**config.mk**
```make
export PLATFORM = sky130hd
export DESIGN_NAME = eq_gain_bank
export DESIGN_NICKNAME = d
export VERILOG_FILES = /design/src/rtl/eq_gain_bank.sv
export SDC_FILE = /design/constraint.sdc
export NUM_CORES = 1
export LEC_CHECK = 0
export CORE_MARGIN = 3
export CORE_UTILIZATION = 55
export DETAILED_ROUTE_END_ITERATION = 12
export PLACE_DENSITY = 0.8
export REMOVE_ABC_BUFFERS = 1
export SYNTH_ARGS = -nofsm -noshare
export SYNTH_HDL_FRONTEND = slang
export SYNTH_SLANG_ARGS = --single-unit
export TNS_END_PERCENT = 1
```
**constraint.sdc**
```tcl
create_clock -name clk_i -period 1.7 [get_ports clk_i]
set_clock_uncertainty 0.1 [all_clocks]
set_input_delay 0.34 -clock clk_i [delete_from_list [all_inputs] [get_ports clk_i]]
set_output_delay 0.34 -clock clk_i [all_outputs]
set_load 0.05 [all_outputs]
```
**src/rtl/eq_gain_bank.sv**
```systemverilog
// Per-band equalizer gain bank: shadow/target/active arrays behind a byte-wide register bus.
// Optional per-sample gain ramping is compiled in when GAIN_RAMP_EN is defined.
module eq_gain_bank #(
  parameter int unsigned N_BANDS    = 10,
  parameter int unsigned GAIN_WIDTH = 13,
  parameter int unsigned RAMP_STEP  = 16
) (
  input  logic                            clk_i,
  input  logic                            rst_ni,
  input  logic                            we_i,
  input  logic                            re_i,
  input  logic [7:0]                      addr_i,
  input  logic [7:0]                      data_in_i,
  output logic [7:0]                      data_out_o,
  input  logic                            sample_tick_i,
  output logic                            busy_o,
  output logic [N_BANDS*GAIN_WIDTH-1:0]   gain_out_o
);

  localparam int unsigned HiW        = GAIN_WIDTH - 8;
  localparam logic [7:0]  CtrlAddr   = 8'hF0;
  localparam logic [7:0]  StatusAddr = 8'hF1;
  localparam logic [8:0]  BandLimit  = 9'(2 * N_BANDS);

  typedef logic [GAIN_WIDTH-1:0] gain_t;

  gain_t shadow_q [N_BANDS];
  gain_t shadow_d [N_BANDS];
  gain_t target_q [N_BANDS];
  gain_t target_d [N_BANDS];
  gain_t active_q [N_BANDS];
  gain_t active_d [N_BANDS];

  logic       addr_err_q, addr_err_d;
  logic [7:0] data_out_q, data_out_d;
  logic       ramp_on_q, ramp_on_d;
  logic       busy;

  logic       is_band, is_ctrl, is_status, unmapped, commit;
  logic [6:0] band_idx;
  logic [7:0] rd_data;

  assign is_band   = {1'b0, addr_i} < BandLimit;
  assign is_ctrl   = addr_i == CtrlAddr;
  assign is_status = addr_i == StatusAddr;
  assign unmapped  = !(is_band || is_ctrl || is_status);
  assign band_idx  = addr_i[7:1];
  assign commit    = we_i && is_ctrl && data_in_i[0];

  // Read mux works on current register values, so a same-cycle write is not visible yet.
  always_comb begin
    rd_data = 8'h00;
    if (is_ctrl) begin
      rd_data = {6'b0, ramp_on_q, 1'b0};
    end else if (is_status) begin
      rd_data = {6'b0, addr_err_q, busy};
    end else if (is_band) begin
      for (int b = 0; b < N_BANDS; b++) begin
        if (band_idx == 7'(b)) begin
          rd_data = addr_i[0] ? 8'(shadow_q[b][GAIN_WIDTH-1:8]) : shadow_q[b][7:0];
        end
      end
    end
  end

  always_comb begin
    for (int b = 0; b < N_BANDS; b++) begin
      shadow_d[b] = shadow_q[b];
      if (we_i && is_band && band_idx == 7'(b)) begin
        if (addr_i[0]) begin
          shadow_d[b][GAIN_WIDTH-1:8] = data_in_i[HiW-1:0];
        end else begin
          shadow_d[b][7:0] = data_in_i;
        end
      end
    end
  end

  always_comb begin
    addr_err_d = addr_err_q;
    if (we_i && is_status && data_in_i[1]) begin
      addr_err_d = 1'b0;
    end
    if ((we_i || re_i) && unmapped) begin
      addr_err_d = 1'b1;
    end
    data_out_d = re_i ? rd_data : data_out_q;
  end

`ifdef GAIN_RAMP_EN

  typedef enum logic [0:0] {StIdle, StRamp} state_e;

  state_e state_q, state_d;
  gain_t  stepped [N_BANDS];
  logic   commit_diff, step_done;

  function automatic gain_t step_toward(gain_t cur, gain_t tgt);
    gain_t diff;
    if (cur < tgt) begin
      diff = tgt - cur;
      return (32'(diff) > RAMP_STEP) ? cur + gain_t'(RAMP_STEP) : tgt;
    end else begin
      diff = cur - tgt;
      return (32'(diff) > RAMP_STEP) ? cur - gain_t'(RAMP_STEP) : tgt;
    end
  endfunction

  always_comb begin
    ramp_on_d = ramp_on_q;
    if (we_i && is_ctrl) begin
      ramp_on_d = data_in_i[1];
    end
  end

  always_comb begin
    commit_diff = 1'b0;
    step_done   = 1'b1;
    for (int b = 0; b < N_BANDS; b++) begin
      stepped[b] = step_toward(active_q[b], target_q[b]);
      if (shadow_q[b] != active_q[b]) commit_diff = 1'b1;
      if (stepped[b] != target_q[b])  step_done   = 1'b0;
    end
  end

  // A commit wins over a coincident tick: it only reloads target, stepping resumes next tick.
  always_comb begin
    for (int b = 0; b < N_BANDS; b++) begin
      target_d[b] = target_q[b];
      active_d[b] = active_q[b];
      if (commit) begin
        target_d[b] = shadow_q[b];
        if (!ramp_on_d) active_d[b] = shadow_q[b];
      end else if (state_q == StRamp && sample_tick_i) begin
        active_d[b] = stepped[b];
      end
    end
  end

  always_ff @(posedge clk_i or negedge rst_ni) begin
    if (!rst_ni) begin
      state_q   <= StIdle;
      ramp_on_q <= 1'b0;
    end else begin
      state_q   <= state_d;
      ramp_on_q <= ramp_on_d;
    end
  end

  always_comb begin
    state_d = state_q;
    unique case (state_q)
      StIdle: begin
        if (commit && ramp_on_d && commit_diff) state_d = StRamp;
      end
      StRamp: begin
        if (commit) begin
          state_d = (ramp_on_d && commit_diff) ? StRamp : StIdle;
        end else if (sample_tick_i && step_done) begin
          state_d = StIdle;
        end
      end
      default: state_d = StIdle;
    endcase
  end

  always_comb begin
    busy = state_q == StRamp;
  end

`else

  logic unused_sample_tick;
  assign unused_sample_tick = sample_tick_i;
  assign ramp_on_q = 1'b0;
  assign ramp_on_d = 1'b0;
  assign busy      = 1'b0;

  always_comb begin
    for (int b = 0; b < N_BANDS; b++) begin
      target_d[b] = commit ? shadow_q[b] : target_q[b];
      active_d[b] = commit ? shadow_q[b] : active_q[b];
    end
  end

`endif

  always_ff @(posedge clk_i or negedge rst_ni) begin
    if (!rst_ni) begin
      for (int b = 0; b < N_BANDS; b++) begin
        shadow_q[b] <= '0;
        target_q[b] <= '0;
        active_q[b] <= '0;
      end
      addr_err_q <= 1'b0;
      data_out_q <= 8'h00;
    end else begin
      for (int b = 0; b < N_BANDS; b++) begin
        shadow_q[b] <= shadow_d[b];
        target_q[b] <= target_d[b];
        active_q[b] <= active_d[b];
      end
      addr_err_q <= addr_err_d;
      data_out_q <= data_out_d;
    end
  end

  for (genvar b = 0; b < N_BANDS; b++) begin : g_gain_out
    assign gain_out_o[b*GAIN_WIDTH +: GAIN_WIDTH] = active_q[b];
  end

  assign data_out_o = data_out_q;
  assign busy_o     = busy;

endmodule

```
Yosys cells after proc, flatten, opt, wreduce, memory -nomap -nowiden --
Cells that the tools add are included.
Word-level totals: bits in registers 269, word-level logic and storage cells 112
Cells by class: magnitude comparators 1, eq/ne operators 11, multiplexer cells 25, bitwise logic cells 1, reductions and logical operators 42
Operators with widths (number):
- 8-bit two-way mux | 23
- 2-bit AND reduction | 20
- 7-bit by 3-bit equality test with 1-bit output, second input constant | 4
- 8-bit equality test, second input constant | 2
- 1-bit logical AND | 16
- 7-bit by 2-bit equality test with 1-bit output, second input constant | 2
- 7-bit by 4-bit equality test with 1-bit output, second input constant | 2
- 8-bit by 5-bit < comparator with 1-bit output, second input constant | 1
- 7-bit by 1-bit equality test with 1-bit output, second input constant | 1
- 7-bit zero test | 1
- 1-bit logical OR | 3
- 1-bit two-way mux | 2
- 2-bit nonzero test | 1
- 1-bit zero test | 1
- 1-bit NOT | 1

Logic depth before layout (Yosys ltp) --
depth after elaboration 14, mapped depth 8, depth with buffers taken out 5

Worst setup path before layout --
Ideal clock, no wire load.
path kind input to register, from input addr_i[1], to register active_q, in the netlist gain_out_o[10], arrival time 1.915 ns, path slack -0.442 ns, stages 8, buffers on the path 4, path through buf_4 > nor4b_4 > and4_1 > and3_1 > buf_4 > buf_12 > buf_8 > mux2_1
On the way: longest elaborated chain between the ends 3
Ends and longest elaborated chain:
- start, declared | line 12 | input logic [7:0] addr_i,
- 8-bit equality test | line 44 | assign is_ctrl = addr_i == CtrlAddr;
- 1-bit logical AND (2 in series) | line 48 | assign commit = we_i && is_ctrl && data_in_i[0];
- end signal, assigned by index | line 201 | active_q[b] <= active_d[b];
- end, declared | line 31 | gain_t active_q [N_BANDS];
Every way passes these cells. A chain may end at the register's enable or synchronous reset.

Final worst setup path --
from register shadow_q[58] (netlist bit), to register data_out_q[6], in the netlist data_out_o[6]
On the way: longest elaborated chain between the ends 9
Ends and longest elaborated chain:
- start, declared | line 27 | gain_t shadow_q [N_BANDS];
- start signal, assigned by index | line 199 | shadow_q[b] <= shadow_d[b];
- 8-bit two-way mux | line 60 | rd_data = addr_i[0] ? 8'(shadow_q[b][GAIN_WIDTH-1:8]) : shadow_q[b][7:0];
- 8-bit two-way mux (5 in series) | line 59 | if (band_idx == 7'(b)) begin
- 8-bit two-way mux | line 57 | end else if (is_band) begin
- 8-bit two-way mux | line 55 | end else if (is_status) begin
- 8-bit two-way mux | line 53 | if (is_ctrl) begin
- end signal, assigned | line 204 | data_out_q <= data_out_d;
- end, declared | line 35 | logic [7:0] data_out_q, data_out_d;
Every way passes these cells.

==> impl_metrics.csv <==
group,metric,value,unit
place,dpl_cell_area,0.01584,sq mm
finish,area_growth,52.95,%
logic_synthesis,ys_warn_count,0,
logic_synthesis,ys_seq_area_frac,0.5755,
critical_path,cp_num_buf_inv,0,
route,drc_errors,0,
global_route,grt_first_pass_wirelength,59.69,mm
logic_synthesis,synth-seq-cells,269,
route,ant_nets,0,
cts,htree_levels,1,
logic_synthesis,synth_ff_type,"dfrtp_1",
logic_synthesis,syn_area,0.01170,sq mm
route,wirelength,41.98,mm
sta,fin_ws,-0.1611,ns
finish,nFillCells,845,
route,vias,9106,
global_route,grt_use_total,0.3275,
floorplanning,row_count,52,
cts,path_clk_slew,0.06,ns
sta,worstMarginPinSlew,0.5385,ns
finish,num_antenna_cells,0,
global_route,grt_pass1_vias,9605,
cts,clock_latency,0.54,ns
sta,relSlewSlack,0.6307,
place,dp_hpwl,23.35,mm
route,dr.pass1.iters,8,
route,vias_per_cell,6.472,
critical_path,r2r_start,"shadow_q[58]",
route,routedWlPerCell,29.83,microns
cts,clockBufferDepth,3,
global_route,grt_overflow,0,
status,run_status,"finished, violations left",
power_and_ir_drop,peakVddDrop,0.7648,mV
logic_synthesis,avgSynthCellArea,14.46,sq um
sta,min_period,1.861,ns
floorplanning,dieArea,0.02305,sq mm
critical_path,cp.required,2.00,ns
cts,cts_tree,"built",
global_route,grt_start_max_net_pins,55,
critical_path,crit_path_max_incr_delay,0.56,ns
worst_hold_path,min_path_type,"input port to asynchronous set/reset pin",
cts,cts_sinks,269,
critical_path,cp_max_fo,3,
cts,cts_buffers,27,
power_and_ir_drop,power.leakage,8.618,nW
critical_path,crit_arrival,2.16,ns
floorplanning,die_x,151.8,microns
place,portBuffers,157,
logic_synthesis,synth_top_area_frac,0.5755,
floorplanning,core-area,0.02056,sq mm
sta,fmax,537.3,MHz
logic_synthesis,yosysUniqueCellTypes,67,
sta,fin_crit_sh,1.095,
place,gp_congestion,0.9676,
sta,holdWs,0.1935,ns
floorplanning,die_h,151.8,microns
logic_synthesis,synth_cells,809,
critical_path,worstPathCellList,"mux2_2 > nand2_1 > o211ai_1 > a2111oi_4 > o32ai_2",
floorplanning,start_util,0.5690,
critical_path,startpoint,"shadow_q[58]",
finish,layout.nets,1139,
finish,finish.instance_area,0.01789,sq mm
sta,drv_slew,0,
status,violations,"setup timing",
critical_path,cp_top_family,"compound AO/OA/AOI/OAI gates",
critical_path,cp-start-kind,"flop",
critical_path,endpoint_kind,"flop",
sta,tns,-8.705,ns
critical_path,critical_path.slowest_cell,"a2111oi_4",
global_route,antenna_found_initial,1,
floorplanning,pin_count,160,
logic_synthesis,yosys.area.top_type,"dfrtp_1",
critical_path,crit_type,"flop to flop",
sta,setup-violations-final,191,
sta,grt_setup_unrepaired,"true",
route,drt_iter0_drc,887,
logic_synthesis,async_flop_share,1.000,
logic_synthesis,synth_edf_count,0,
cts,root_buffer,"clkbuf_16",
logic_synthesis,synth.area.top_cells,"dfrtp_1, mux2_2, mux2_1",
sta,hold_violations,0,
power_and_ir_drop,powerDensity,751.9,mW/mm^2
finish,drive_above_1_share,0.5699,
flow_run,drv_cap,0,
power_and_ir_drop,power.total,0.01345,W
==> path summary, 6_finish.rpt <==
| check | slack [ns] | cells past startpoint | end |
|---|---|---|---|
| setup / recovery | -0.16 | 5 | data_out_o[6] |
| hold / removal | 0.19 | 2 | gain_out_o[38] |
| setup reg to reg | -0.16 | 5 | data_out_o[6] |
| hold reg to reg | 0.43 | 1 | gain_out_o[105] |
| max in group asynchronous | 0.70 | 3 | shadow_q[37] |
| min in group clk_i | 0.20 | 3 | addr_err_q |
==> kinds of logic (layout without fill, tap and decap cells) <==
| logic type | count (synthesis) | count (layout) | synth area share |
|---|---|---|---|
| compound gates | 72 | 72 | 0.04418 |
| mux | 302 | 302 | 0.2921 |
| simple gates | 108 | 108 | 0.05124 |
| flops | 269 | 269 | 0.5755 |
| buf+inv | 57 | 385 | 0.03669 |
| other cells | 1 | 1 | 0.0003206 |
==> power by group <==
part           internal [W]  switching, W
clock network       0.00360       0.00263
logic              0.000303      0.000487
registers           0.00642     0.0000199
==> cell usage in the layout, fill, tap and decap left out, drive strengths merged, types with 14 or more instances in the layout <==
cell type / count
buf: 317
a21oi: 17
clkbuf: 36
mux2i: 32
mux2: 265
nor2: 20
nand3: 14
nand2: 34
dfrtp: 269
==> through the flow <==
stage               cells  setup slack [ns]    util
floorplan             760            -3.084       -
global placement     1322           -0.9547  0.7703
detailed placement   1322            -1.072  0.7703
CTS                  1406          -0.08822  0.8571
global route         1407           -0.1805  0.8702
finish               1407           -0.1611  0.8702
==> synthesized netlist by cell type, drive strengths merged, types with 5 or more instances <==
cell type  number
mux2i          32
o211ai          7
mux4            5
inv             7
and3            5
a21oi          17
o22ai           8
dfrtp         269
buf            33
nand2          34
nor3            7
clkbuf         16
a311oi          5
o21ai           6
nor2b           7
nand3          14
nor2           20
mux2          265
==> flip-flops by register name, summed over array words and instances, names as in the netlist <==
register / count
data_out_o: 8
shadow_q: 130
addr_err_q: 1
gain_out_o: 130
==> worst reg2reg max path: cells and delay by family, from the launching register on <==
kind	cells	cell delay, ns
flops	1	0.41
mux	1	0.28
simple gates	1	0.08
compound gates	3	0.87
==> area by class of cell <==
type | count | area, sq um | area share
repair buffers | 329 | 4750 | 0.2655
multi-input cells | 483 | 5135 | 0.2870
inverters | 8 | 30.03 | 0.001678
well taps | 270 | 337.8 | 0.01888
clock inverters | 13 | 151.4 | 0.008462
flip-flops and latches | 269 | 6731 | 0.3763
clock buffers | 35 | 755.7 | 0.04224
==> metal layers <==
layer | track usage | vias up | share of wire
li1 | - | 3568 | -
met1 | 0.4123 | 4609 | 0.35
met2 | 0.5517 | 701 | 0.49
met3 | 0.07110 | 226 | 0.093
met4 | 0.1391 | 2 | 0.063
met5 | 0 | - | 0.00031
==> what timing repair did <==
| action | in CTS | in global routing |
|---|---|---|
| endpoints found under the setup margin | 269 | 267 |
| endpoints found under the hold margin | 269 | 0 |
| hold buffers | 1 | 0 |
| pin swaps | 13 | 16 |
| cloned | 7 | 1 |
| setup buffers | 28 | 5 |
| resized for setup | 138 | 91 |
No activity file was read; power rests on OpenSTA's default activity.
